### config.mk
export PLATFORM = sky130hd
export DESIGN_NAME = mp_add_ctrl_flat
export DESIGN_NICKNAME = d
export VERILOG_FILES = /design/src/rtl/mp_add_ctrl_pkg.sv /design/src/rtl/mp_add_ctrl_if.sv /design/src/rtl/mp_add_ctrl_word_adder.sv /design/src/rtl/mp_add_ctrl.sv /design/src/flat_wrapper.sv
export SDC_FILE = /design/constraint.sdc
export NUM_CORES = 1
export LEC_CHECK = 0
export ABC_AREA = 1
export BUFFER_PORTS_ARGS = -buffer_cell sky130_fd_sc_hd__clkbuf_2
export CAP_MARGIN = 20
export CORE_MARGIN = 4
export CORE_UTILIZATION = 57
export CTS_BUF_LIST = sky130_fd_sc_hd__clkbuf_8
export CTS_CLUSTER_SIZE = 24
export DETAILED_ROUTE_END_ITERATION = 10
export PLACE_DENSITY_LB_ADDON = 0.12
export RECOVER_POWER = 100
export SLEW_MARGIN = 15
export SYNTH_ARGS = -nofsm -noshare
export SYNTH_HDL_FRONTEND = slang
export SYNTH_SLANG_ARGS = --single-unit
### constraint.sdc
create_clock -name clk -period 3.3 [get_ports clk]
set_input_delay 0.165 -clock clk [delete_from_list [all_inputs] [get_ports clk]]
set_output_delay 0.165 -clock clk [all_outputs]
set_load 0.01 [all_outputs]
### src/rtl/mp_add_ctrl_pkg.sv
// Shared types and default sizing for the multi-precision add/sub controller.
// Operands are K words of N bits, processed one word per clock.
package mp_add_pkg;

   localparam int DEF_N = 8;
   localparam int DEF_K = 4;

   typedef enum logic [1:0] {
      IDLE = 2'd0,
      RUN  = 2'd1,
      DONE = 2'd2
   } state_t;

endpackage

### src/rtl/mp_add_ctrl_if.sv
// Request/result bundle between a requester (master) and the controller (slave).
// One request is carried at a time; busy/done report progress.
interface mp_add_ctrl_if #(
   parameter int N = mp_add_pkg::DEF_N,
   parameter int K = mp_add_pkg::DEF_K
);

   logic           start;
   logic           sub;
   logic [N*K-1:0] x;
   logic [N*K-1:0] y;
   logic           busy;
   logic           done;
   logic [N*K-1:0] s;
   logic           carryout;
   logic           overflow;

   modport master (
      output start, sub, x, y,
      input  busy, done, s, carryout, overflow
   );

   modport slave (
      input  start, sub, x, y,
      output busy, done, s, carryout, overflow
   );

endinterface

### src/rtl/mp_add_ctrl_word_adder.sv
// Stateless N-bit adder slice shared across all words of an operation.
// Subtraction is handled by the caller through operand inversion and carry-in.
module word_adder #(
   parameter int N = mp_add_pkg::DEF_N
) (
   input  logic         carryin,
   input  logic [N-1:0] X,
   input  logic [N-1:0] Y,
   output logic [N-1:0] S,
   output logic         carryout
);

   logic [N:0] sum;

   assign sum      = {1'b0, X} + {1'b0, Y} + {{N{1'b0}}, carryin};
   assign S        = sum[N-1:0];
   assign carryout = sum[N];

endmodule

### src/rtl/mp_add_ctrl.sv
// Word-serial add/subtract of two N*K-bit operands through one N-bit slice.
// Start latches the operands; K RUN cycles later the result is presented with a Done pulse.
module mp_add_ctrl
   import mp_add_pkg::*;
#(
   parameter int N = DEF_N,
   parameter int K = DEF_K
) (
   input  logic         clk,
   input  logic         rst,
   mp_add_ctrl_if.slave bus
);

   localparam int W  = N * K;
   localparam int IW = (K > 1) ? $clog2(K) : 1;
   localparam int BW = (W > 1) ? $clog2(W) : 1;
   localparam logic [IW-1:0] LAST = IW'(K - 1);

   state_t state;
   state_t nextState;

   logic [IW-1:0] idx;
   logic          carry;
   logic          subReg;
   logic [W-1:0]  xReg;
   logic [W-1:0]  yReg;
   logic [W-1:0]  sReg;
   logic          carryoutReg;
   logic          overflowReg;

   logic [BW-1:0] base;
   logic [N-1:0]  aWord;
   logic [N-1:0]  bWord;
   logic [N-1:0]  sumWord;
   logic          sliceCarry;

   // Bit offset of the current word; Y is inverted here so the slice only ever adds.
   assign base  = BW'(idx) * BW'(N);
   assign aWord = xReg[base +: N];
   assign bWord = yReg[base +: N] ^ {N{subReg}};

   word_adder #(.N(N)) slice (
      .carryin  (carry),
      .X        (aWord),
      .Y        (bWord),
      .S        (sumWord),
      .carryout (sliceCarry)
   );

   always_ff @(posedge clk or posedge rst) begin
      if (rst) begin
         state <= IDLE;
      end else begin
         state <= nextState;
      end
   end

   always_comb begin
      nextState = state;
      unique case (state)
         IDLE:    if (bus.start) nextState = RUN;
         RUN:     if (idx == LAST) nextState = DONE;
         DONE:    nextState = IDLE;
         default: nextState = IDLE;
      endcase
   end

   always_comb begin
      bus.busy = 1'b0;
      bus.done = 1'b0;
      unique case (state)
         RUN: begin
            bus.busy = 1'b1;
         end
         DONE: begin
            bus.busy = 1'b1;
            bus.done = 1'b1;
         end
         default: begin
            bus.busy = 1'b0;
            bus.done = 1'b0;
         end
      endcase
   end

   // Seeding carry with sub supplies the +1 of the two's-complement negation of Y.
   always_ff @(posedge clk or posedge rst) begin
      if (rst) begin
         idx         <= '0;
         carry       <= 1'b0;
         subReg      <= 1'b0;
         xReg        <= '0;
         yReg        <= '0;
         sReg        <= '0;
         carryoutReg <= 1'b0;
         overflowReg <= 1'b0;
      end else begin
         if (state == IDLE && bus.start) begin
            xReg   <= bus.x;
            yReg   <= bus.y;
            subReg <= bus.sub;
            idx    <= '0;
            carry  <= bus.sub;
         end else if (state == RUN) begin
            sReg[base +: N] <= sumWord;
            carry           <= sliceCarry;
            if (idx == LAST) begin
               carryoutReg <= sliceCarry;
               overflowReg <= (aWord[N-1] & bWord[N-1] & ~sumWord[N-1])
                            | (~aWord[N-1] & ~bWord[N-1] & sumWord[N-1]);
            end else begin
               idx <= idx + 1'b1;
            end
         end
      end
   end

   assign bus.s        = sReg;
   assign bus.carryout = carryoutReg;
   assign bus.overflow = overflowReg;

endmodule

### src/flat_wrapper.sv
// flat-port wrapper written by rule: the top's interface ports become plain ports
module mp_add_ctrl_flat import mp_add_pkg::*;
#(
   parameter int N = DEF_N,
   parameter int K = DEF_K
)
  (clk, rst, bus_start, bus_sub, bus_x, bus_y, bus_busy, bus_done, bus_s, bus_carryout, bus_overflow);
  mp_add_ctrl_if #(.N(N), .K(K)) bus_i ();
  input  logic clk;
  input  logic rst;
  input wire logic [$bits(bus_i.start)-1:0] bus_start;
  input wire logic [$bits(bus_i.sub)-1:0] bus_sub;
  input wire logic [$bits(bus_i.x)-1:0] bus_x;
  input wire logic [$bits(bus_i.y)-1:0] bus_y;
  output wire logic [$bits(bus_i.busy)-1:0] bus_busy;
  output wire logic [$bits(bus_i.done)-1:0] bus_done;
  output wire logic [$bits(bus_i.s)-1:0] bus_s;
  output wire logic [$bits(bus_i.carryout)-1:0] bus_carryout;
  output wire logic [$bits(bus_i.overflow)-1:0] bus_overflow;
  assign bus_i.start = bus_start;
  assign bus_i.sub = bus_sub;
  assign bus_i.x = bus_x;
  assign bus_i.y = bus_y;
  assign bus_busy = bus_i.busy;
  assign bus_done = bus_i.done;
  assign bus_s = bus_i.s;
  assign bus_carryout = bus_i.carryout;
  assign bus_overflow = bus_i.overflow;
  mp_add_ctrl #(.N(N), .K(K)) u_core (.clk(clk), .rst(rst), .bus(bus_i));
endmodule
==> results.yml, run 1 <==
status:
  status: "finished, violations left"
  violations: "capacitance limit, slew limit"
critical_path:
  cpMaxStageDelayCell: "fa_1"
  worstPathRequired_ns: 3.56
  regToRegStartpoint: "u_core.idx[0]"
  crit_family: "buffers and inverters"
  cp_data_arrival_time_ns: 3.17
  cp_max_fo: 36
  crit_chain: "inv_1 > buf_12 > a21oi_1 > a22oi_1 > fa_1 > inv_1 > fa_1 > nand2_1 > nand2_1 > nand2_1 > xor2_1 > nor2_1 > nand2_1 > o21ai_0"
  ff2ff_path_depth: 14
  critPathLaunchType: "flip-flop"
  reg2reg_slack_ns: 0.39
  r2r-end: "u_core.bus.s[28]"
  slowest_delay_ns: 0.40
  end_kind: "flip-flop"
  path_class: "flip-flop to flip-flop"
  crit_path_frequent_cell: "nand2_1"
  crit_buf_inv: 3
power_and_ir_drop:
  max-vdd-ir-drop_mv: 0.5601
  p_leak_uw: 0.003384
  clkPwrFrac_pct: 10.8
  pwr-share-seq_pct: 29.2
  p_int_uw: 3683
  p_sw_uw: 3695
  combPwrFrac_pct: 60.0
  power.density_nw_per_um2: 1156
  swShare_pct: 50.08
logic_synthesis:
  synth_edf_count: 0
  ys_warn_count: 0
  synth_ff_type: "dfrtp_1"
  synthDistinctLibCells: 35
  ys_async_sr_fraction_pct: 100.0
  syn-num-nets: 709
  seq_area_frac_synth_pct: 50.18
  ys_seq_elements: 104
  synth_area_um2: 5186
  syn_area_per_cell_um2: 8.351
  postSynthCellCount: 621
detailed_routing:
  drtPass1Iterations: 5
  vias_per_cell: 5.177
  ant_nets: 0
  wire_per_inst_um: 14.32
  remaining_drc_errors: 0
  drtIter0Drc: 187
  num_vias: 4561
  drt_wl_total_mm: 12.62
timing:
  finalClockSkew_ns: 0.01876
  tightest_slew_ns: 1.520
  slew_violations: 73
  slew_headroom_pct: -1.305
  fin_crit_ns: 2.907
  tns_ns: 0
  post-route-period-util_pct: 88.08
  max_freq_mhz: 344.0
  setup_viol: 0
  grt_setup_unrepaired: "false"
  hold_viol_final: 0
run:
  maxCapViolCount: 1
min_path:
  min_delay_path_depth: 3
  hold_class: "input port to flip-flop"
  holdPathEnd: "u_core.xReg[17]"
  holdCritStartpoint: "bus_x[17]"
global_routing:
  grt_overflow_total: 0
  grt_pass1_vias: 4341
  grt_max_degree: 73
  antenna_found_initial: 0
  grtUsageTotal_pct: 24.46
  grt_pass1_wl_mm: 20.56
clock_network:
  cts_sinks: 104
  cts-htree-levels: 3
  postCtsSetupBuffers: 0
  cts_root_buf: "clkbuf_8"
  clk_pin_slew_worst_paths_ns: 0.11
  cts_resized: 0
  cts_buffer_depth: 2
  clk_latency_ns: 0.37
  numCtsBuffers: 9
  cts_tree: "yes"
  ctsHoldBuffers: 51
placement:
  dpl.hpwl_mm: 8.656
  gp_congestion: 0.8756
  io_buffers: 103
floorplanning:
  dieArea_um2: 10690
  initial_utilization_pct: 58.89
  die-height_um: 103.4
  design.core.area_um2: 8806
  ios: 104
  die_w_um: 103.4
  rows: 34
final_layout:
  final_util_pct: 72.48
  area_growth_pct: 23.06
  drive_above_1_share_pct: 14.49
  n_antenna_cell: 0
  layout.nets: 856
  nFillCells: 700
  seq_area_um2: 2603
  multi_input_area_um2: 2217
==> layer usage <==
layer	up-vias	part of all wire [%]	global-route usage, %
met3	22	5.5	3.152
met4	0	2.0	8.865
met5	-	0	0
met2	148	48	38.77
li1	2267	-	-
met1	2124	45	34.68
==> through the flow <==
| step | power [µW] | instances | cell area, µm² | hold slack, ns | setup slack (ns) |
|---|---|---|---|---|---|
| floorplan | 5434 | 621 | 5186 | 0.2746 | 0.4028 |
| global placement | 6502 | 814 | 5749 | 0.3594 | 0.5966 |
| detailed placement | 6602 | 814 | 5749 | 0.3627 | 0.5639 |
| CTS | 7456 | 881 | 6456 | 0.002864 | 0.5460 |
| global route | 8029 | 881 | 6382 | 0.01156 | 0.1950 |
| finish | 7377 | 881 | 6382 | 0.008760 | 0.3932 |
==> placed cells by master (no fill, tap or decap), drive strengths merged <==
master       Yosys  final
a21oi           23     23
a22o             4      4
a22oi            1      1
a31oi            1      1
a32o             2      2
a32oi            1      1
buf             20      4
clkbuf           7    119
clkinvlp         0      1
dfrtp          104    104
dlygate4sd3      0     51
fa               2      2
ha              18     18
inv             50     54
nand2          256    256
nand3           15     15
nand3b           2      2
nand4            7      7
nor2            26     26
nor3             1      1
o21ai           60     60
o22ai            7      7
o31ai            1      1
or2              1      1
xor2            12     12
==> flip-flops by register name (all words and copies together) (netlist names) <==
name and flops:
u_core.yReg 32, u_core.carry 1, u_core.idx 2, u_core.bus.overflow 1, u_core.bus.s 32, u_core.state 2
u_core.xReg 32, u_core.bus.carryout 1, u_core.subReg 1
==> cells in the mapped netlist (4+ instances only) <==
master    instances  share of area, %
o22ai_2           7               1.7
clkbuf_1          7              0.51
inv_2             8              0.58
buf_6             4              0.87
dfrtp_1         104                50
inv_1            42               3.0
ha_1             18               4.3
o21ai_1          37               3.6
a21oi_1          23               2.2
o21ai_0          22               2.1
xor2_1           12               2.0
nor2_1           23               1.7
nand2_1         251                18
nand2_2           4              0.48
a22o_1            4              0.68
nand4_1           6              0.72
buf_4             4              0.58
nand3_1          15               1.4
buf_2            10              0.97
==> worst min-delay path: stages <==
cell,delay (ns)
clkbuf_2,0.08
nand2_1,0.04
o21ai_0,0.06
==> area by class of cell <==
type	count	area share (%)
Sequential cell	104	40.78
Tap cell	108	2.117
Inverter	50	2.941
Clock inverter	5	0.7057
Timing Repair Buffer	163	16.35
Multi-Input combinational cell	440	34.74
Clock buffer	11	2.372
==> power by group through the flow <==
stage	registers (µW)	clock network [µW]	logic [µW]
after global placement	2160	0	4340
after CTS	2150	810	4500
final	2150	796	4430
after floorplan	2140	0	3290
after detailed placement	2170	0	4430
after global routing	2210	863	4960
==> how the worst max path moves through the flow <==
stage	end	slack, ns	from	depth (start not counted)
2_1_floorplan	u_core.bus.carryout	0.40	rst	1
3_3_place_gp	u_core.bus.s[28]	0.60	u_core.idx[1]	14
3_5_place_dp	u_core.bus.s[28]	0.56	u_core.idx[1]	14
4_1_cts	u_core.bus.s[12]	0.55	u_core.idx[1]	14
5_1_grt	u_core.bus.s[28]	0.19	u_core.idx[0]	14
6_report	u_core.bus.s[28]	0.39	u_core.idx[0]	14
==> cell families after synthesis <==
logic type | after synthesis | share of synthesized area (%)
xor+xnor | 12 | 2.027
compound gates | 100 | 11.58
fa+ha+maj | 20 | 5.115
flops | 104 | 50.18
simple gates | 308 | 24.20
buf+inv | 77 | 6.900
No activity file was read; power rests on OpenSTA's default activity.
==> run 2: changes to the inputs <==
--- a/config.mk
+++ b/config.mk
@@ -13,6 +13,7 @@
 export CTS_BUF_LIST = sky130_fd_sc_hd__clkbuf_8
 export CTS_CLUSTER_SIZE = 24
 export DETAILED_ROUTE_END_ITERATION = 10
+export MAX_ROUTING_LAYER = met4
 export PLACE_DENSITY_LB_ADDON = 0.12
 export RECOVER_POWER = 100
 export SLEW_MARGIN = 15
==> results.yml, run 2 (same netlist as run 1, synthesis figures left out) <==
final_layout:
  nFillCells: 751
  drive_above_1_share_pct: 14.40
  mostFrequentLayoutCell: "nand2_1"
  final_cell_mix: "nand2_1 (251), dfrtp_1 (104), clkbuf_2 (71)"
  area_growth_pct: 21.16
  layout.nets: 847
  finalInstanceArea_um2: 6284
  instances_no_fill: 872
  n_antenna_cell: 0
placement:
  pre_cts_slack_ns: 0.5574
  dpl.hpwl_mm: 8.853
  place_inst: 814
  post_dp_cell_area_um2: 5749
  io_buffers: 103
  gp_congestion: 0.8858
timing:
  fin_ws_ns: 0.4236
  tns_ns: 0
  setup_viol: 0
  finalClockSkew_ns: 0.01755
  hold_viol_final: 2
  grt_setup_unrepaired: "false"
  tightest_slew_ns: 1.930
  post-route-period-util_pct: 87.16
  whs_ns: -0.004256
  slew_violations: 51
  fin_crit_ns: 2.876
  slew_headroom_pct: -28.82
  max_freq_mhz: 347.7
power_and_ir_drop:
  max-vdd-ir-drop_mv: 0.5252
  swShare_pct: 49.88
  p_leak_uw: 0.003358
  p_int_uw: 3681
  p_total_uw: 7344
  power.density_nw_per_um2: 1169
  clkPwrFrac_pct: 10.7
  combPwrFrac_pct: 60.0
  pwr-share-seq_pct: 29.3
  p_sw_uw: 3664
critical_path:
  cp_max_fo: 38
  reg2reg_slack_ns: 0.42
  ff2ff_path_depth: 14
  worstSetupEndpoint: "u_core.bus.s[12]"
  end_kind: "flip-flop"
  r2r-end: "u_core.bus.s[12]"
  regToRegStartpoint: "u_core.idx[0]"
  cp_data_arrival_time_ns: 3.14
  cp-startpoint: "u_core.idx[0]"
  critPathLaunchType: "flip-flop"
  worstPathRequired_ns: 3.56
  path_class: "flip-flop to flip-flop"
clock_network:
  cts_tree: "yes"
  cts_sinks: 104
  clk_pin_slew_worst_paths_ns: 0.11
  clk_latency_ns: 0.37
  cts_buffer_depth: 2
  cts-htree-levels: 3
  numCtsBuffers: 9
  cts_root_buf: "clkbuf_8"
global_routing:
  antenna_found_initial: 0
  grt_overflow_total: 0
  grtUsageMet1_pct: 34.68
  top_usage_layer: "met2"
  grt_pass1_vias: 4416
  grt_use_met3_pct: 3.353
  grtUsageTotal_pct: 26.23
  grt_max_degree: 53
  use_met2_pct: 42.25
  grt_pass1_wl_mm: 21.09
status:
  violations: "hold timing, capacitance limit, slew limit"
  status: "finished, violations left"
min_path:
  hold_class: "input port to flip-flop"
detailed_routing:
  vias_per_cell: 5.196
  ant_nets: 0
  drt_wl_total_mm: 12.62
  drtPass1Iterations: 6
  remaining_drc_errors: 0
  num_vias: 4531
  wire_per_inst_um: 14.47
  drtIter0Drc: 186
run:
  maxCapViolCount: 1
floorplanning:
  die-height_um: 103.4
  die_w_um: 103.4
  dieArea_um2: 10690
  design.core.area_um2: 8806
  ios: 104
  rows: 34
  initial_utilization_pct: 58.89
run 2: area by class of cell:
type                            instances  area (µm²)  area share [%]
Clock buffer                            9       123.9           1.971
Sequential cell                       104        2603           41.42
Inverter                               50       187.7           2.987
Timing Repair Buffer                  154       957.2           15.23
Multi-Input combinational cell        440        2211           35.19
Clock inverter                          7       66.31           1.055
Tap cell                              108       135.1           2.151
run 2: routing by layer:
layer  part of all wire, %  routed length [µm]
met1                    46                5837
met2                    48                6041
met3                   3.9                 496
met4                   1.9                 241
met5                     0                   0
run 2: worst min path at each step:
stage                    from               to  slack, ns  cells past startpoint
finish              bus_x[22]  u_core.xReg[22]     -0.004                      3
floorplan           bus_x[10]  u_core.xReg[10]       0.27                      2
CTS                 bus_x[22]  u_core.xReg[22]     0.0003                      3
global placement          rst  u_core.yReg[11]       0.29                      2
detailed placement        rst  u_core.yReg[10]       0.29                      2
global route        bus_y[13]  u_core.yReg[13]     0.0007                      3
run 2: critical path: stages, from the launching register on:
cell and delay, ns:
dfrtp_1 0.39, inv_1 0.35, buf_12 0.26, a21oi_1 0.09, a22oi_1 0.28, fa_1 0.22
inv_1 0.06, fa_1 0.39, nand2_1 0.07, nand2_1 0.06, nand2_1 0.07, xor2_1 0.25
nor2_1 0.09, nand2_1 0.08, o21ai_0 0.07
run 2: power by group through the flow:
stage               logic, µW  registers (µW)  clock network, µW
finish                   4410            2150                786
global route             5000            2210                852
CTS                      4500            2150                790
detailed placement       4430            2170                  0
global placement         4340            2150                  0
floorplan                3290            2140                  0
run 2: what timing repair did:
item / 4_1_cts / 5_1_grt
resized for setup: 0 / 0
hold endpoints to repair: 88 / 1
buffers inserted: 0 / 0
hold buffers: 41 / 1
setup endpoints to repair: 0 / 0
run 2: per-stage QoR:
step / utilization [%] / hold WS (ns)
2_1_floorplan: - / 0.2746
3_3_place_gp: 65.29 / 0.2900
3_5_place_dp: 65.29 / 0.2933
4_1_cts: 72.11 / 0.0002840
5_1_grt: 71.36 / 0.0006615
6_report: 71.36 / -0.004256
